[src/rtl/bus_timer_responder.sv]
// rtl/bus_timer_responder.sv - CPU-bus mapped 16-bit down-counting timer with IRQ
//
// Ports:
//   CLK    system clock, all state changes on the rising edge
//   RST    synchronous active-high reset
//   PHI2   CPU phase-2 clock, sampled as a level on CLK
//   CS     externally decoded chip select
//   A      register address (0 TLO, 1 THI, 2 CTRL, 3 STAT)
//   RW     1 = CPU read, 0 = CPU write
//   DI     CPU write data, taken at the PHI2 falling edge
//   DO     read data, held after the access ends
//   DOE    read-data drive enable, high for the PHI2-high part of a read
//   IRQ_N  active-low interrupt request, ~(FLAG & IEN)
module bus_timer_responder (
    input  logic       CLK,
    input  logic       RST,
    input  logic       PHI2,
    input  logic       CS,
    input  logic [1:0] A,
    input  logic       RW,
    input  logic [7:0] DI,
    output logic [7:0] DO,
    output logic       DOE,
    output logic       IRQ_N
);

    localparam logic [0:0] BUS_IDLE    = 1'b0;
    localparam logic [0:0] BUS_ACCESS  = 1'b1;
    localparam logic [0:0] TMR_STOPPED = 1'b0;
    localparam logic [0:0] TMR_RUNNING = 1'b1;

    logic        phi2_q,  phi2_d;
    logic [0:0]  bus_q,   bus_d;
    logic [1:0]  addr_q,  addr_d;
    logic        rw_q,    rw_d;
    logic [7:0]  do_q,    do_d;
    logic        doe_q,   doe_d;
    logic [15:0] count_q, count_d;
    logic [15:0] latch_q, latch_d;
    logic        ien_q,   ien_d;
    logic        cont_q,  cont_d;
    logic        flag_q,  flag_d;
    logic [0:0]  tmr_q,   tmr_d;
    logic        irq_n_q, irq_n_d;

    logic        rise;
    logic        fall;
    logic        expire;
    logic        status_clear;
    logic [1:0]  rd_sel;
    logic [7:0]  rd_data;

    assign rise = PHI2 & ~phi2_q;
    assign fall = ~PHI2 & phi2_q;

    // The address comes straight from the bus on the rise edge and from the
    // captured copy for the rest of the access.
    assign rd_sel = (bus_q == BUS_IDLE) ? A : addr_q;

    always_comb begin
        rd_data = 8'h00;
        case (rd_sel)
            2'd0:    rd_data = count_q[7:0];
            2'd1:    rd_data = count_q[15:8];
            2'd2:    rd_data = {6'b0, cont_q, ien_q};
            default: rd_data = {7'b0, flag_q};
        endcase
    end

    assign expire = fall && (tmr_q == TMR_RUNNING) && (count_q == 16'h0000);

    always_comb begin
        phi2_d       = PHI2;
        bus_d        = bus_q;
        addr_d       = addr_q;
        rw_d         = rw_q;
        do_d         = do_q;
        doe_d        = doe_q;
        count_d      = count_q;
        latch_d      = latch_q;
        ien_d        = ien_q;
        cont_d       = cont_q;
        flag_d       = flag_q;
        tmr_d        = tmr_q;
        status_clear = 1'b0;

        // Timer step: once per CPU cycle, on the PHI2 falling edge.
        if (fall && (tmr_q == TMR_RUNNING)) begin
            if (count_q != 16'h0000) begin
                count_d = count_q - 16'd1;
            end else begin
                flag_d = 1'b1;
                if (cont_q) begin
                    count_d = latch_q;
                end else begin
                    tmr_d = TMR_STOPPED;
                end
            end
        end

        // Bus side. Commits below are placed after the timer step so a THI
        // write overrides the timer's count/FLAG update on the same edge.
        case (bus_q)
            BUS_IDLE: begin
                if (rise && CS) begin
                    bus_d  = BUS_ACCESS;
                    addr_d = A;
                    rw_d   = RW;
                    doe_d  = RW;
                    if (RW) begin
                        do_d = rd_data;
                    end
                end
            end
            default: begin
                if (fall) begin
                    bus_d = BUS_IDLE;
                    doe_d = 1'b0;
                    if (rw_q) begin
                        status_clear = (addr_q == 2'd3);
                    end else begin
                        case (addr_q)
                            2'd0: latch_d[7:0] = DI;
                            2'd1: begin
                                latch_d[15:8] = DI;
                                count_d       = {DI, latch_q[7:0]};
                                tmr_d         = TMR_RUNNING;
                                flag_d        = 1'b0;
                            end
                            2'd2: begin
                                ien_d  = DI[0];
                                cont_d = DI[1];
                            end
                            default: status_clear = DI[0];
                        endcase
                    end
                    // A coincident expiry wins over a status clear.
                    if (status_clear && !expire) begin
                        flag_d = 1'b0;
                    end
                end else if (rw_q) begin
                    do_d = rd_data;
                end
            end
        endcase

        irq_n_d = ~(flag_d & ien_d);
    end

    always_ff @(posedge CLK) begin
        if (RST) begin
            phi2_q  <= 1'b0;
            bus_q   <= BUS_IDLE;
            addr_q  <= 2'd0;
            rw_q    <= 1'b0;
            do_q    <= 8'h00;
            doe_q   <= 1'b0;
            count_q <= 16'h0000;
            latch_q <= 16'h0000;
            ien_q   <= 1'b0;
            cont_q  <= 1'b0;
            flag_q  <= 1'b0;
            tmr_q   <= TMR_STOPPED;
            irq_n_q <= 1'b1;
        end else begin
            phi2_q  <= phi2_d;
            bus_q   <= bus_d;
            addr_q  <= addr_d;
            rw_q    <= rw_d;
            do_q    <= do_d;
            doe_q   <= doe_d;
            count_q <= count_d;
            latch_q <= latch_d;
            ien_q   <= ien_d;
            cont_q  <= cont_d;
            flag_q  <= flag_d;
            tmr_q   <= tmr_d;
            irq_n_q <= irq_n_d;
        end
    end

    assign DO    = do_q;
    assign DOE   = doe_q;
    assign IRQ_N = irq_n_q;

endmodule

[config.mk]
export PLATFORM = sky130hd
export DESIGN_NAME = bus_timer_responder
export DESIGN_NICKNAME = d
export VERILOG_FILES = /design/src/rtl/bus_timer_responder.sv
export SDC_FILE = /design/constraint.sdc
export NUM_CORES = 1
export LEC_CHECK = 0
export CAP_MARGIN = 15
export CORE_ASPECT_RATIO = 1.5
export CORE_MARGIN = 2
export CORE_UTILIZATION = 60
export CTS_CLUSTER_SIZE = 8
export DETAILED_ROUTE_END_ITERATION = 16
export MAX_ROUTING_LAYER = met4
export PLACE_DENSITY = 0.88
export SYNTH_ARGS = -nofsm -noshare
export SYNTH_HDL_FRONTEND = slang
export SYNTH_SLANG_ARGS = --single-unit
[constraint.sdc]
create_clock -name CLK -period 4.9 [get_ports CLK]
set_input_delay 0.49 -clock CLK [delete_from_list [all_inputs] [get_ports CLK]]
set_output_delay 0.49 -clock CLK [all_outputs]
set_load 0.02 [all_outputs]
==> reports/qor.yml <==
finish:
  synthToLayoutAreaGrowth_pct: 10.32
  instances_no_fill: 394
  post_route_cells_drive_above_1_share_pct: 6.069
  layout.filler_cells: 368
  antenna_cells: 0
  finalNetCount: 362
power_and_ir_drop:
  leakage_nw: 1.151
  power.ir.vdd_worst_v: 0.0001517
  power_density_cells_nw_per_um2: 233.9
  report.power.total_uw: 716.5
global_route:
  grt_util_met2_pct: 46.15
  global_route_wire_length_before_repair_um: 11090
  grt_start_max_net_pins: 53
  global_route.peak_usage_layer: "met2"
  grt.met3_usage_pct: 5.052
  grt_pass1_vias: 2451
  antenna_violations_before_repair: 0
  grt-ovfl-total: 0
  met1_usage_pct: 31.74
  globalRouteTotalUtil_pct: 28.65
clock_tree:
  h-tree-depth: 2
  cts.reportedPaths.clkPinSlew_ns: 0.10
  cts-resized-gates: 0
  post_cts_buffers: 0
  worst_skew_pair.late_latency_ns: 0.31
  cts_buffers: 5
  clockRootBuffer: "clkbuf_8"
  cts_tree: "built"
  ctsHoldBuffers: 0
  clock-sinks: 51
  ctsLongestPathBuffers: 2
logic_synthesis:
  async_reset_ff_share_pct: 0
  synth_enable_flop_cells: 0
  synthTopCellsByCount: "dfxtp_1 (51), nor2_1 (50), nand2_1 (30), mux2i_1 (29), a21oi_1 (27)"
  synth_top_area_share_pct: 36.77
  yosys_most_used_dff: "dfxtp_1"
  synth.avg_cell_area_sq_um: 8.214
  netlist_instances: 338
  dominant_cell_type_by_area_after_synthesis: "dfxtp_1"
  post_synth_instance_area_sq_um: 2776
  synth.yosys.seq_area_share_pct: 36.77
  count_of_distinct_cell_types_in_the_synthesized_netlist: 53
  yosys_register_bits: 51
  synthesis.yosys.warnings: 0
  synthMostInstantiatedCell: "dfxtp_1"
  netlist_top_cells_area: "dfxtp_1 (37%), mux2i_1 (10%), nor2_1 (6.8%), a21oi_1 (4.9%), nand2_1 (4.1%)"
  syn-num-nets: 355
place:
  numPlacedInstances: 385
  hpwl_reported_at_the_end_of_detailed_placement_um: 4545
  routabilityCongestion: 0.9127
  placement.io_buffers: 24
detailed_routing:
  antenna_left: 0
  detail_route.iter0.violations: 202
  vias_per_cell: 6.576
  firstDrtPassIters: 5
  detail_route.drc_violations: 0
  avgRoutedWirePerCell_um: 17.19
  dr_total_vias: 2591
  routed_wirelength_um: 6771
job:
  max-cap-violations: 0
timing:
  worst_hold_slack_ns: 0.4595
  final.setup.tns_ns: 0
  worst_slew_pin_slew_ns: 1.218
  hold_violations: 0
  rsz_0062_raised_after_global_routing: "no"
  worst_slew_margin_rel_pct: 18.79
  final_period_minus_worst_setup_slack_ns: 2.621
  final_max_slew_viol_count: 0
  post-route-period-util_pct: 53.49
  timing.final.setup_violations: 0
  finalClockSkew_ns: 0.008218
  max_freq_mhz: 381.5
die:
  placement_rows: 30
  io_pins: 25
  floorplan.core_area_sq_um: 4504
  start_util_pct: 61.64
  die_height_um: 87.31
  die_x_um: 59.54
  fp.dieArea_sq_um: 5198
setup_path:
  crit_arrival_ns: 2.85
  timing.critical_path.to_type: "register"
  worstSetupStartpointType: "register"
  critical_path.max_fanout: 12
  worstPathRequired_ns: 5.13
  path_class: "register to register"
worst_hold_path:
  worstHoldPathType: "register to register"
outcome:
  run_status: "completed"
[area by class of cell]
class / count / area, sq um / area share (%)
tap: 48 / 60.06 / 1.961
clock inverter: 2 / 12.51 / 0.4085
inverter: 4 / 15.01 / 0.4902
clock buffer: 6 / 72.57 / 2.369
sequential: 51 / 1021 / 33.33
multi-input combinational: 255 / 1617 / 52.78
timing repair buffer: 28 / 265.3 / 8.660
[metrics by stage]
step | area (sq um) | utilization [%] | setup slack, ns
after CTS | 3055 | 67.83 | 2.320
final | 3063 | 68.00 | 2.279
after global routing | 3063 | 68.00 | 2.147
after global placement | 2970 | 65.94 | 2.140
after floorplan | 2776 | - | 2.785
after detailed placement | 2970 | 65.94 | 2.089
[metal layers]
| layer | up-vias | part of all wire (%) |
|---|---|---|
| li1 | 1242 | - |
| met1 | 1228 | 40 |
| met2 | 99 | 50 |
| met3 | 22 | 6.1 |
| met4 | 0 | 3.9 |
| met5 | - | 0 |
[power breakdown]
group	leakage, nW	internal [mW]	switching (mW)
Sequential	0.412	0.418	0.00478
Combinational	0.698	0.0229	0.0270
Clock	0.0412	0.100	0.144
[sequential cells by signal, summed over array words and instances, names as in the netlist]
signal   cells
bus_q        1
IRQ_N        1
DO           8
DOE          1
cont_q       1
latch_q     16
flag_q       1
phi2_q       1
count_q     16
tmr_q        1
addr_q       2
ien_q        1
rw_q         1
[final timing paths]
path	startpoint	endpoint	slack [ns]	cells after the start
max	count_q[0]	count_q[12]	2.28	7
min	latch_q[11]	latch_q[11]	0.46	2
min reg2reg	latch_q[11]	latch_q[11]	0.46	2
max reg2reg	count_q[0]	count_q[12]	2.28	7
[cells by family after synthesis]
logic type | count (synthesis) | share of synthesized area [%]
muxes | 30 | 10.86
adders and majority gates | 2 | 0.9012
buffers and inverters | 32 | 5.227
DFF | 51 | 36.77
and+or+nand+nor | 143 | 27.17
AOI/OAI and AO/OA | 80 | 19.06
[worst max-delay path, stage by stage, from the launching register on]
cell and delay [ns]:
dfxtp_1 0.40, inv_1 0.15, ha_1 0.19, or4b_4 0.53, nor4_4 0.50, and3_1 0.40, a21oi_1 0.12, a211oi_1 0.23
[placed cells by master (no fill, tap or decap), types with 5 or more instances in the layout]
master            n
a21oi_1          27
dfxtp_1          51
mux2i_1          29
a211oi_1         12
nand2_1          30
o21ai_0           6
and3_1            5
nand3_1           7
o21ai_1           6
clkbuf_8          5
nor3_1           13
or4_1             6
clkdlybuf4s50_1  23
nor2_1           50
Power figures use the tool's default switching activity.
